<file path="src/rtl/count_game_ctrl_if.sv">
// Counter-digit bus between count_game_ctrl (master) and its cascade of
// up/down counter digits (slave).
interface count_game_ctrl_if #(
    parameter int unsigned DIGITS = 2
);
    logic              ctr_ld;
    logic [DIGITS-1:0] ctr_cnt;
    logic              ctr_up;
    logic [DIGITS-1:0] ctr_tc;

    modport master (output ctr_ld, ctr_cnt, ctr_up, input ctr_tc);
    modport slave  (input ctr_ld, ctr_cnt, ctr_up, output ctr_tc);
endinterface

</file>
<file path="src/rtl/count_game_ctrl.sv">
// Round controller for the counting game: sequences a cascade of 4-bit counter digits.
// Optional tap debounce is enabled by defining CNT_GAME_DEBOUNCE_EN.
module count_game_ctrl #(
    parameter int unsigned DIGITS     = 2,
    parameter logic [15:0] TIME_LIMIT = 16'd1000,
    parameter int unsigned DEB_CYCLES = 8
) (
    input  logic              inter_clk,
    input  logic              clr,
    input  logic              start,
    input  logic              dir,
    input  logic              tap,
    input  logic              tick,
    count_game_ctrl_if.master ctr,
    output logic [15:0]       timer,
    output logic [2:0]        state,
    output logic              win,
    output logic              lose
);

    if (DIGITS < 1 || DIGITS > 4) begin : g_bad_digits
        $error("count_game_ctrl: DIGITS must be in 1..4");
    end
    if (DEB_CYCLES < 1 || DEB_CYCLES > 255) begin : g_bad_deb
        $error("count_game_ctrl: DEB_CYCLES must be in 1..255");
    end

    typedef enum logic [2:0] {
        StIdle = 3'd0,
        StLoad = 3'd1,
        StArm  = 3'd2,
        StRun  = 3'd3,
        StWin  = 3'd4,
        StLose = 3'd5
    } state_e;

    state_e      state_q, state_d;
    logic [15:0] timer_q, timer_d;
    logic        up_q, up_d;
    logic        tap_s1_q, tap_s2_q, tap_edge_q;
    logic        count_en_q, count_en_d;
    logic        tap_clean;
    logic        all_tc;

    assign all_tc = &ctr.ctr_tc;

`ifdef CNT_GAME_DEBOUNCE_EN
    logic [7:0] deb_cnt_q;
    logic       deb_q;

    // deb_q follows the synchronized tap only after DEB_CYCLES consecutive disagreeing samples.
    always_ff @(posedge inter_clk or negedge clr) begin
        if (!clr) begin
            deb_cnt_q <= 8'd0;
            deb_q     <= 1'b0;
        end else if (tap_s2_q == deb_q) begin
            deb_cnt_q <= 8'd0;
        end else if (deb_cnt_q == 8'(DEB_CYCLES - 1)) begin
            deb_cnt_q <= 8'd0;
            deb_q     <= tap_s2_q;
        end else begin
            deb_cnt_q <= deb_cnt_q + 8'd1;
        end
    end

    assign tap_clean = deb_q;
`else
    assign tap_clean = tap_s2_q;
`endif

    always_ff @(posedge inter_clk or negedge clr) begin
        if (!clr) begin
            state_q <= StIdle;
        end else begin
            state_q <= state_d;
        end
    end

    always_ff @(posedge inter_clk or negedge clr) begin
        if (!clr) begin
            timer_q    <= 16'd0;
            up_q       <= 1'b1;
            tap_s1_q   <= 1'b0;
            tap_s2_q   <= 1'b0;
            tap_edge_q <= 1'b0;
            count_en_q <= 1'b0;
        end else begin
            timer_q    <= timer_d;
            up_q       <= up_d;
            tap_s1_q   <= tap;
            tap_s2_q   <= tap_s1_q;
            tap_edge_q <= tap_clean;
            count_en_q <= count_en_d;
        end
    end

    // Win beats timeout beats abort; taps never enter the state decision.
    always_comb begin
        state_d = state_q;
        unique case (state_q)
            StIdle: if (start) state_d = StLoad;
            StLoad: state_d = StArm;
            StArm:  state_d = StRun;
            StRun: begin
                if (all_tc) begin
                    state_d = StWin;
                end else if (tick && (timer_q == 16'd0)) begin
                    state_d = StLose;
                end else if (start) begin
                    state_d = StLoad;
                end
            end
            StWin, StLose: if (start) state_d = StLoad;
            default: state_d = StIdle;
        endcase
    end

    always_comb begin
        timer_d    = timer_q;
        up_d       = up_q;
        count_en_d = tap_clean & ~tap_edge_q & (state_q == StRun) & ~all_tc;
        if (state_q == StLoad) begin
            timer_d = TIME_LIMIT;
            up_d    = dir;
        end else if ((state_q == StRun) && tick && (timer_q != 16'd0)) begin
            timer_d = timer_q - 16'd1;
        end
    end

    always_comb begin
        logic carry;
        carry       = count_en_q;
        ctr.ctr_ld  = (state_q == StLoad);
        ctr.ctr_up  = up_q;
        ctr.ctr_cnt = '0;
        for (int i = 0; i < int'(DIGITS); i++) begin
            ctr.ctr_cnt[i] = carry & (state_q != StLoad);
            carry          = carry & ctr.ctr_tc[i];
        end
        timer = timer_q;
        state = state_q;
        win   = (state_q == StWin);
        lose  = (state_q == StLose);
    end

endmodule

</file>
<file path="src/flat_wrapper.sv">
// flat-port wrapper written by rule: the top's interface ports become plain ports
module count_game_ctrl_flat 
#(
    parameter int unsigned DIGITS     = 2,
    parameter logic [15:0] TIME_LIMIT = 16'd1000,
    parameter int unsigned DEB_CYCLES = 8
)
  (inter_clk, clr, start, dir, tap, tick, timer, state, win, lose, ctr_ctr_ld, ctr_ctr_cnt, ctr_ctr_up, ctr_ctr_tc);
  count_game_ctrl_if #(.DIGITS(DIGITS)) ctr_i ();
  input  logic inter_clk;
  input  logic clr;
  input  logic start;
  input  logic dir;
  input  logic tap;
  input  logic tick;
  output logic [15:0] timer;
  output logic [2:0] state;
  output logic win;
  output logic lose;
  output wire logic [$bits(ctr_i.ctr_ld)-1:0] ctr_ctr_ld;
  output wire logic [$bits(ctr_i.ctr_cnt)-1:0] ctr_ctr_cnt;
  output wire logic [$bits(ctr_i.ctr_up)-1:0] ctr_ctr_up;
  input wire logic [$bits(ctr_i.ctr_tc)-1:0] ctr_ctr_tc;
  assign ctr_ctr_ld = ctr_i.ctr_ld;
  assign ctr_ctr_cnt = ctr_i.ctr_cnt;
  assign ctr_ctr_up = ctr_i.ctr_up;
  assign ctr_i.ctr_tc = ctr_ctr_tc;
  count_game_ctrl #(.DIGITS(DIGITS), .TIME_LIMIT(TIME_LIMIT), .DEB_CYCLES(DEB_CYCLES)) u_core (.inter_clk(inter_clk), .clr(clr), .start(start), .dir(dir), .tap(tap), .tick(tick), .ctr(ctr_i), .timer(timer), .state(state), .win(win), .lose(lose));
endmodule
</file>
<file path="config.mk">
export PLATFORM = sky130hd
export DESIGN_NAME = count_game_ctrl_flat
export DESIGN_NICKNAME = d
export VERILOG_FILES = /design/src/rtl/count_game_ctrl_if.sv /design/src/rtl/count_game_ctrl.sv /design/src/flat_wrapper.sv
export SDC_FILE = /design/constraint.sdc
export NUM_CORES = 1
export LEC_CHECK = 0
export ABC_CLOCK_PERIOD_IN_PS = 2200
export CORE_AREA = 8 8 70 72
export CTS_BUF_LIST = sky130_fd_sc_hd__clkbuf_4 sky130_fd_sc_hd__clkbuf_8
export CTS_CLUSTER_DIAMETER = 40
export DETAILED_ROUTE_END_ITERATION = 12
export DIE_AREA = 0 0 78 80
export SYNTH_ARGS = -nofsm -noshare
export SYNTH_HDL_FRONTEND = slang
export SYNTH_SLANG_ARGS = --single-unit
</file>
<file path="constraint.sdc">
create_clock -name inter_clk -period 2.2 [get_ports inter_clk]
set_input_delay 0.66 -clock inter_clk [delete_from_list [all_inputs] [get_ports inter_clk]]
set_output_delay 0.66 -clock inter_clk [all_outputs]
set_load 0.02 [all_outputs]
</file>
# Word-level counts from Yosys, hierarchy flattened
# Cells that the tools add are included.
[word_totals]
reg_bits = 24
latch_bits = 0
ram_bits = 0
rom_bits = 0
out_inout_bits = 25
elab_cells = 37
n_memories = 0
[classes]
add_sub_neg = 1
mul = 0
div = 0
n_lt_le_gt_ge = 0
eq_ne = 6
n_shift = 0
muxes = 6
n_bitwise = 8
n_reduce_logical = 9
[ops]
columns = ["operator", "n"]
rows = [
  ["$mux 16", 2],
  ["$logic_not 16->1", 1],
  ["$reduce_bool 16->1", 1],
  ["$sub 16x1->16 const B", 1],
  ["$pmux 3 s4", 1],
  ["$mux 3", 3],
  ["$and 1x1->1", 6],
  ["$eq 3x2->1 const B", 2],
  ["$eq 3x3->1 const B", 2],
  ["$eq 3x1->1 const B", 1],
  ["$logic_and 1x1->1", 3],
  ["$logic_not 3->1", 1],
  ["$ne 3x1->1 const B", 1],
  ["$reduce_or 3->1", 1],
  ["$not 1->1", 2],
  ["$reduce_and 2->1", 1],
  ["$reduce_bool 2->1", 1],
]

# Depth between registers and ports, before layout
# Gate-level depths: netlist (run 1).
[depth]
word_depth = 5
mapped_depth = 6
depth_no_buf = 6

# Worst setup path before layout (run 1)
# Ideal clock, no wire load.
[synth_timing]
kind = "register -> output"
from = "reg u_core.state_q[1], in the netlist u_core.state[1]"
to = "out ctr_ctr_cnt[0]"
arrival_ps = 1537
t_required_ps = 1540
path_slack_ps = 3
path_stages_with_launch = 6
n_path_buf = 3
cell_sequence = "dfrtp_1 > clkbuf_1 > nand2b_1 > clkbuf_1 > clkbuf_1 > and2_1"
[synth_between]
elab_chain_len = 2
[synth_lines]
columns = ["item", "line_no", "rtl"]
rows = [
  ["start: declaration", "count_game_ctrl.sv:37", "state_e state_q, state_d;"],
  ["start signal: assignment", "count_game_ctrl.sv:73", "state_q <= StIdle;"],
  ["start signal: assignment", "count_game_ctrl.sv:75", "state_q <= state_d;"],
  ["$ne 3x1->1", "count_game_ctrl.sv:137", "ctr.ctr_cnt[i] = carry & (state_q != StLoad);"],
  ["$and 1x1->1", "count_game_ctrl.sv:137", ""],
  ["end: declaration", "flat_wrapper.sv:21", "output wire logic [$bits(ctr_i.ctr_cnt)-1:0] ctr_ctr_cnt;"],
]
# Every way passes these cells.

# Final worst setup path (run 1)
[layout_timing]
from = "reg u_core.state_q[0], in the netlist u_core.state[0]"
to = "out ctr_ctr_ld"
[layout_between]
elab_chain_len = 1
[layout_lines]
columns = ["item", "line_no", "rtl"]
rows = [
  ["$eq 3x1->1", "count_game_ctrl.sv:133", "ctr.ctr_ld = (state_q == StLoad);"],
  ["end: declaration", "flat_wrapper.sv:20", "output wire logic [$bits(ctr_i.ctr_ld)-1:0] ctr_ctr_ld;"],
]
# Every way passes these cells.

==> summary.txt, run 1 <==
Worst setup path
  • WP depth: 4
  • Dominant delay contributor by cell family on the critical path: buffers and inverters
  • Number of buffers and inverters on the critical path: 2
  • Critical Path End: ctr_ctr_ld
  • CP Data Required Time: 1.54 ns
  • Critical-path maximum fanout: 5
  • Reg-to-reg slack, setup: 0.16 ns
  • Worst setup startpoint: u_core.state[0]$_DFF_PN0_
  • Sort of element at the start of the critical path: flip-flop
  • Kind of capture point of the worst setup path: output pin
  • Kind of critical path: flip-flop to output pin
  • Crit-path slowest cell: sky130_fd_sc_hd__dfrtp_1
  • Arrival time of the worst setup path: 1.48 ns
  • Cell-by-cell trace of the critical path: nor2b_2, nand2b_1, clkinv_1, dlygate4sd2_1
  • Worst-case reg-to-reg path depth: 7
  • Reg-to-Reg Start: u_core.timer[1]$_DFFE_PN0P_
  • Critical Path Max Stage Delay: 0.38 ns
  • Endpoint of the most critical register-to-register path: u_core.state[1]$_DFF_PN0_

STA
  • Achievable frequency: 467.2 MHz
  • Min setup slack post-route: 0.05976 ns
  • Setup-violating endpoint count in the final report: 0
  • Slew at the pin closest to its max-slew limit: 0.3971 ns
  • Hold Violations, Final: 0
  • Worst Hold Margin: 0.3670 ns
  • Final worst clock skew: 0.003193 ns
  • Minimum period implied by the final worst setup slack: 2.140 ns
  • Period utilisation layout: 97.28%
  • Max-Slew Margin vs Limit: 72.84%
  • Max-slew violation count: 0

Route
  • Total Routed Length: 3556 um
  • WL/cell: 15.26 um
  • Residual DRC: 0
  • Antenna violation net count after detailed routing: 0
  • Via density: 5.318
  • Initial DRC count: 87
  • Total number of vias: 1239
  • Drt pass-1 iters: 4

Synthesis
  • Syn Std Cell Area: 1276 sq um
  • EDFF count, synth: 0
  • Number of warnings reported in the yosys synthesis log: 0
  • Top flip-flop cell by instance count after synthesis: sky130_fd_sc_hd__dfrtp_1
  • Number of synthesized register bits: 24
  • Mean post-synth cell area: 9.971 sq um
  • Net Count, Synth: 138
  • Async S/R FF share, synth: 100.0%
  • Share of the yosys chip area belonging to registers: 47.16%
  • Yosys cell types: 43
  • Post-Synthesis Cells: 128

Finish
  • Fin util: 48.35%
  • Commonest non-fill, non-tap cells in the layout: sky130_fd_sc_hd__clkdlybuf4s50_1 (27), sky130_fd_sc_hd__buf_4 (23), sky130_fd_sc_hd__dfrtp_1 (23), sky130_fd_sc_hd__nand2_1 (11), sky130_fd_sc_hd__nor2_1 (9)
  • Antenna Diode Count: 0
  • Most common cell after layout, fill and taps aside: sky130_fd_sc_hd__clkdlybuf4s50_1
  • Layout Area Growth over Synthesis: 46.08%
  • # nets final: 194
  • Layout cells sized above 1: 21.86%
  • Final non-filler cell total: 233

Clock network
  • Source-to-sink clock delay at the later pin of the worst-skew pair: 0.27 ns
  • Count of H-tree levels built during CTS: 1
  • Sinks on the clock net: 24
  • TritonCTS clock tree: done
  • Root buffer selected by CTS: sky130_fd_sc_hd__clkbuf_8
  • Buffer levels on the longest clock path: 2
  • CTS clock-pin slew for the worst setup and hold paths: 0.09 ns
  • Hold_buf cts: 0
  • Number of buffers created by CTS: 3

GRT
  • Remaining global-route overflow: 0
  • Number of antenna violations at the first check in global routing: 0
  • Maximum number of pins on one net before global-route repair: 25
  • Vias in the first global route: 1283
  • Global-route wire length before repair: 5920 um
  • All-layer global routing usage: 11.74%

Die
  • Total Die Area: 6240 sq um
  • Cell Rows: 23
  • Core area: 3856 sq um
  • Chip height: 80 um
  • Width of the die: 78 um
  • Count of pins on the block boundary: 33
  • Initial core utilization: 33.10%

Outcome
  • Result of the run: complete, no violations

Flow run
  • Maximum Capacitance Violations: 0

Pwr
  • Power per standard cell area: 1004 nW/um^2
  • Leakage power of the design: 0.7590 nW
  • Worst IR Drop VDD: 0.6479 mV
  • Overall power: 1.872 mW

Worst hold path
  • HP Class: flip-flop to flip-flop

Place
  • Count of placed standard cells including taps: 228
  • Pre-CTS worst setup slack: -0.3246 ns
  • Gpl congestion: 0.7816
  • IO buf count: 32
  • Final HPWL from detailed placement: 2673 um
## kinds of logic after synthesis
group,count (synthesis),synth area share [%]
compound gates,28,16.27
buf+inv,9,2.646
simple gates,61,28.82
fa+ha+maj,2,1.960
flops,24,47.16
mux,4,3.137
## sequential cells by signal (all words and copies together) (netlist names)
name	flops
u_core.tap_s1_q	1
u_core.state	3
u_core.timer	16
u_core.tap_clean	1
u_core.tap_edge_q	1
u_core.ctr.ctr_up	1
u_core.count_en_q	1
## layout make-up
type	instances	area, sq um
fill	386	1992
multi-input combinational	95	643.1
sequential	24	601.8
timing repair buffer	55	483.0
tap	50	62.56
clock buffer	4	55.05
inverter	5	18.77
## synth_stat cells, drive strengths merged (4+ instances only)
cell     n  area (sq um)
clkbuf   4         15.01
nand3    4         20.02
nor4     5         46.29
nor2     9         33.78
dfrtp   23         575.6
nand2   11         41.29
nor3     5         25.02
mux2i    4         40.04
o31ai    6         45.04
or4      8         67.56
or3      7         50.05
o21ai    4         20.01
inv      4         15.01
## worst reg2reg max path: cells and delay by family, from the launching register on
kind	cells	cell delay, ns
simple gates	2	0.78
buf+inv	2	0.30
flops	1	0.42
compound gates	2	0.26
fa+ha+maj	1	0.17
## how the worst min path moves through the flow
stage                              startpoint                         end  slack (ns)  cells past startpoint
global placement    u_core.tap_s1_q$_DFF_PN0_  u_core.tap_clean$_DFF_PN0_        0.34                      0
finish              u_core.tap_s1_q$_DFF_PN0_  u_core.tap_clean$_DFF_PN0_        0.37                      0
detailed placement  u_core.tap_s1_q$_DFF_PN0_  u_core.tap_clean$_DFF_PN0_        0.34                      0
CTS                 u_core.tap_s1_q$_DFF_PN0_  u_core.tap_clean$_DFF_PN0_        0.37                      0
global route        u_core.tap_s1_q$_DFF_PN0_  u_core.tap_clean$_DFF_PN0_        0.38                      0
floorplan           u_core.tap_s1_q$_DFF_PN0_  u_core.tap_clean$_DFF_PN0_        0.33                      0
## through the flow
step,TNS (ns),cell area [sq um]
5_1_grt,-0.009249,1864
3_3_place_gp,-0.9874,1809
3_5_place_dp,-1.156,1809
6_report,0,1864
2_1_floorplan,0,1276
4_1_cts,0,1861
## power by group
part           internal, mW  switching [mW]  leakage [nW]
Clock                 0.160           0.146        0.0288
Combinational         0.448           0.523         0.444
Sequential            0.529          0.0658         0.286
Total                  1.14           0.735         0.759
## routing by layer
| layer | GRT usage, % | up-vias | part of all wire (%) |
|---|---|---|---|
| met5 | 0 | - | 0 |
| met4 | 6.111 | 0 | 1.9 |
| met3 | 3.153 | 9 | 6.2 |
| met2 | 20.05 | 46 | 49 |
| met1 | 13.15 | 584 | 42 |
| li1 | - | 600 | - |
## timing repair
item                                    4_1_cts  5_1_grt
endpoints found under the setup margin        5        3
buffers inserted                              0        1
gates cloned                                  0        0
resized for setup                             7        2
(Power assumes the default switching activity.)
==> run 2, diff against run 1 <==
Settings changed: CELL_PAD_IN_SITES_DETAIL_PLACEMENT from default to 0, CELL_PAD_IN_SITES_GLOBAL_PLACEMENT from default to 1, CORE_AREA 8 8 70 72 to 8 8 95 54, DIE_AREA 0 0 78 80 to 0 0 103 62, PLACE_DENSITY_LB_ADDON from default to 0.1.
==> run 2 against run 1 <==
  * Maximum frequency increased by 0.97%
  * Die area increased by 2.3%
  * Sequential cell count unchanged
  * Global-route usage increased by 0.16 points
  * Critical path depth decreased by 1
  * Combinational power increased by 4%
  * Largest cell class unchanged
  * Sequential power decreased by 0.7%
  * Hold slack got worse by 0.0093 ns
==> summary.txt, run 2 (synthesis results as in run 1) <==
Worst setup path
  • Reg-to-Reg Start: u_core.timer[6]$_DFFE_PN0P_
  • Cell-by-cell trace of the critical path: clkdlybuf4s50_1, and3_1, buf_2
  • Kind of capture point of the worst setup path: output pin
  • Critical Path Max Stage Delay: 0.48 ns
  • Number of buffers and inverters on the critical path: 2
  • Reg-to-reg slack, setup: 0.13 ns
  • Dominant delay contributor by cell family on the critical path: buffers and inverters
  • Sort of element at the start of the critical path: input port
  • Arrival time of the worst setup path: 1.46 ns
  • Crit-path slowest cell: sky130_fd_sc_hd__clkdlybuf4s50_1
  • CP Data Required Time: 1.54 ns
  • Endpoint of the most critical register-to-register path: u_core.timer[9]$_DFFE_PN0P_
  • Critical-path maximum fanout: 2
  • Kind of critical path: input port to output pin
  • Worst-case reg-to-reg path depth: 4

Die
  • Chip height: 62 um
  • Core area: 3764 sq um
  • Cell Rows: 16
  • Total Die Area: 6386 sq um
  • Initial core utilization: 33.91%
  • Width of the die: 103 um
  • Count of pins on the block boundary: 33

STA
  • Setup-violating endpoint count in the final report: 0
  • Hold Violations, Final: 0
  • Achievable frequency: 471.8 MHz
  • RSZ-0062 raised after global routing: no
  • Period utilisation layout: 96.35%
  • Minimum period implied by the final worst setup slack: 2.120 ns
  • Worst Hold Margin: 0.3576 ns
  • Slew at the pin closest to its max-slew limit: 0.6819 ns
  • Max-Slew Margin vs Limit: 54.04%
  • TNS Setup: 0 ns
  • Final worst clock skew: 0.001897 ns
  • Max-slew violation count: 0

Clock network
  • Buffer levels on the longest clock path: 2
  • Count of H-tree levels built during CTS: 1
  • Sinks on the clock net: 24
  • Number of buffers created by CTS: 3
  • Hold_buf cts: 0
  • Root buffer selected by CTS: sky130_fd_sc_hd__clkbuf_8
  • CTS clock-pin slew for the worst setup and hold paths: 0.08 ns
  • TritonCTS clock tree: done
  • Source-to-sink clock delay at the later pin of the worst-skew pair: 0.26 ns

Pwr
  • Power per standard cell area: 1043 nW/um^2
  • Leakage power of the design: 0.7769 nW
  • Overall power: 1.981 mW
  • Worst IR Drop VDD: 0.5096 mV

Place
  • Gpl congestion: 0.7808
  • IO buf count: 32
  • Final HPWL from detailed placement: 2921 um

Worst hold path
  • Hold depth: 0
  • Sink of the worst hold path: u_core.tap_clean$_DFF_PN0_
  • HP Class: flip-flop to flip-flop
  • Worst hold path startpoint: u_core.tap_s1_q$_DFF_PN0_

Finish
  • Commonest non-fill, non-tap cells in the layout: sky130_fd_sc_hd__clkdlybuf4s50_1 (27), sky130_fd_sc_hd__buf_4 (24), sky130_fd_sc_hd__dfrtp_1 (23), sky130_fd_sc_hd__nand2_1 (11), sky130_fd_sc_hd__nor2_1 (9)
  • Flip-flop count of the largest register, all copies and words added: 16
  • Most common cell after layout, fill and taps aside: sky130_fd_sc_hd__clkdlybuf4s50_1
  • Layout Area Growth over Synthesis: 48.92%
  • Layout cells sized above 1: 22.83%
  • # nets final: 195
  • Antenna Diode Count: 0

Route
  • Antenna violation net count after detailed routing: 0
  • Residual DRC: 0
  • Total number of vias: 1223
  • Drt pass-1 iters: 4
  • Via density: 5.139
  • WL/cell: 15.47 um
  • Total Routed Length: 3683 um
  • Initial DRC count: 47

GRT
  • Global-route wire length before repair: 5754 um
  • Number of antenna violations at the first check in global routing: 0
  • Maximum number of pins on one net before global-route repair: 25
  • All-layer global routing usage: 11.90%
  • Remaining global-route overflow: 0
  • Vias in the first global route: 1113

Flow run
  • Maximum Capacitance Violations: 0

Outcome
  • Result of the run: complete, no violations
[run 2: cell types whose count changed in the layout (fill, tap and decap cells not counted), sizes merged]
cell,delta
clkbuf,-1
bufinv,+1
buf,+1
[run 2: per-stage QoR]
step,cell area (sq um),util [%],worst slack [ns],std cells
2_1_floorplan,1276,-,0.003399,128
3_3_place_gp,1822,48.40,-0.3297,233
3_5_place_dp,1822,48.40,-0.3425,233
4_1_cts,1907,50.66,0.004655,238
5_1_grt,1901,50.50,0.009428,238
6_report,1901,50.50,0.08028,238
[run 2: worst max-delay path by stage]
stage                                          from  cells after the start                           to  slack (ns)
after global routing                           tick                      6  u_core.timer[4]$_DFFE_PN0P_       0.009
after CTS                             ctr_ctr_tc[0]                      3               ctr_ctr_cnt[1]       0.005
after detailed placement              ctr_ctr_tc[0]                      3               ctr_ctr_cnt[1]       -0.34
after floorplan           u_core.state[1]$_DFF_PN0_                      5               ctr_ctr_cnt[0]       0.003
final                                 ctr_ctr_tc[0]                      3               ctr_ctr_cnt[1]        0.08
after global placement                ctr_ctr_tc[0]                      3               ctr_ctr_cnt[1]       -0.33
[run 2: cell type report]
cell class                 count  area (sq um)
fill                         392          1863
multi-input combinational     95         650.6
sequential                    24         601.8
timing repair buffer          56         490.5
tap                           54         67.56
clock buffer                   3         41.29
clock inverter                 1         30.03
inverter                       5         18.77
[run 2: power breakdown]
| group | switching (mW) | internal (mW) |
|---|---|---|
| Combinational | 0.544 | 0.463 |
| Sequential | 0.0622 | 0.529 |
| Clock | 0.140 | 0.243 |
| Total | 0.747 | 1.23 |
[run 2: timing repair]
action                     CTS  global route
gates cloned                 0             0
gates resized for setup      9             1
setup endpoints to repair    5             1
setup buffers                1             0
[run 2: worst reg2reg max path: stages, from the launching register on]
cell,delay [ns]
sky130_fd_sc_hd__dfrtp_1,0.40
sky130_fd_sc_hd__or4_4,0.58
sky130_fd_sc_hd__o41ai_2,0.70
sky130_fd_sc_hd__or4_1,0.21
sky130_fd_sc_hd__nand3_1,0.07
[run 2: metal layers]
layer  global-route usage, %  up-vias  wire [um]
li1                        -      606          -
met1                   17.58      593       1902
met2                   16.59       22       1577
met3                   3.556        2        190
met4                   1.833        0         12
met5                       0        -          0
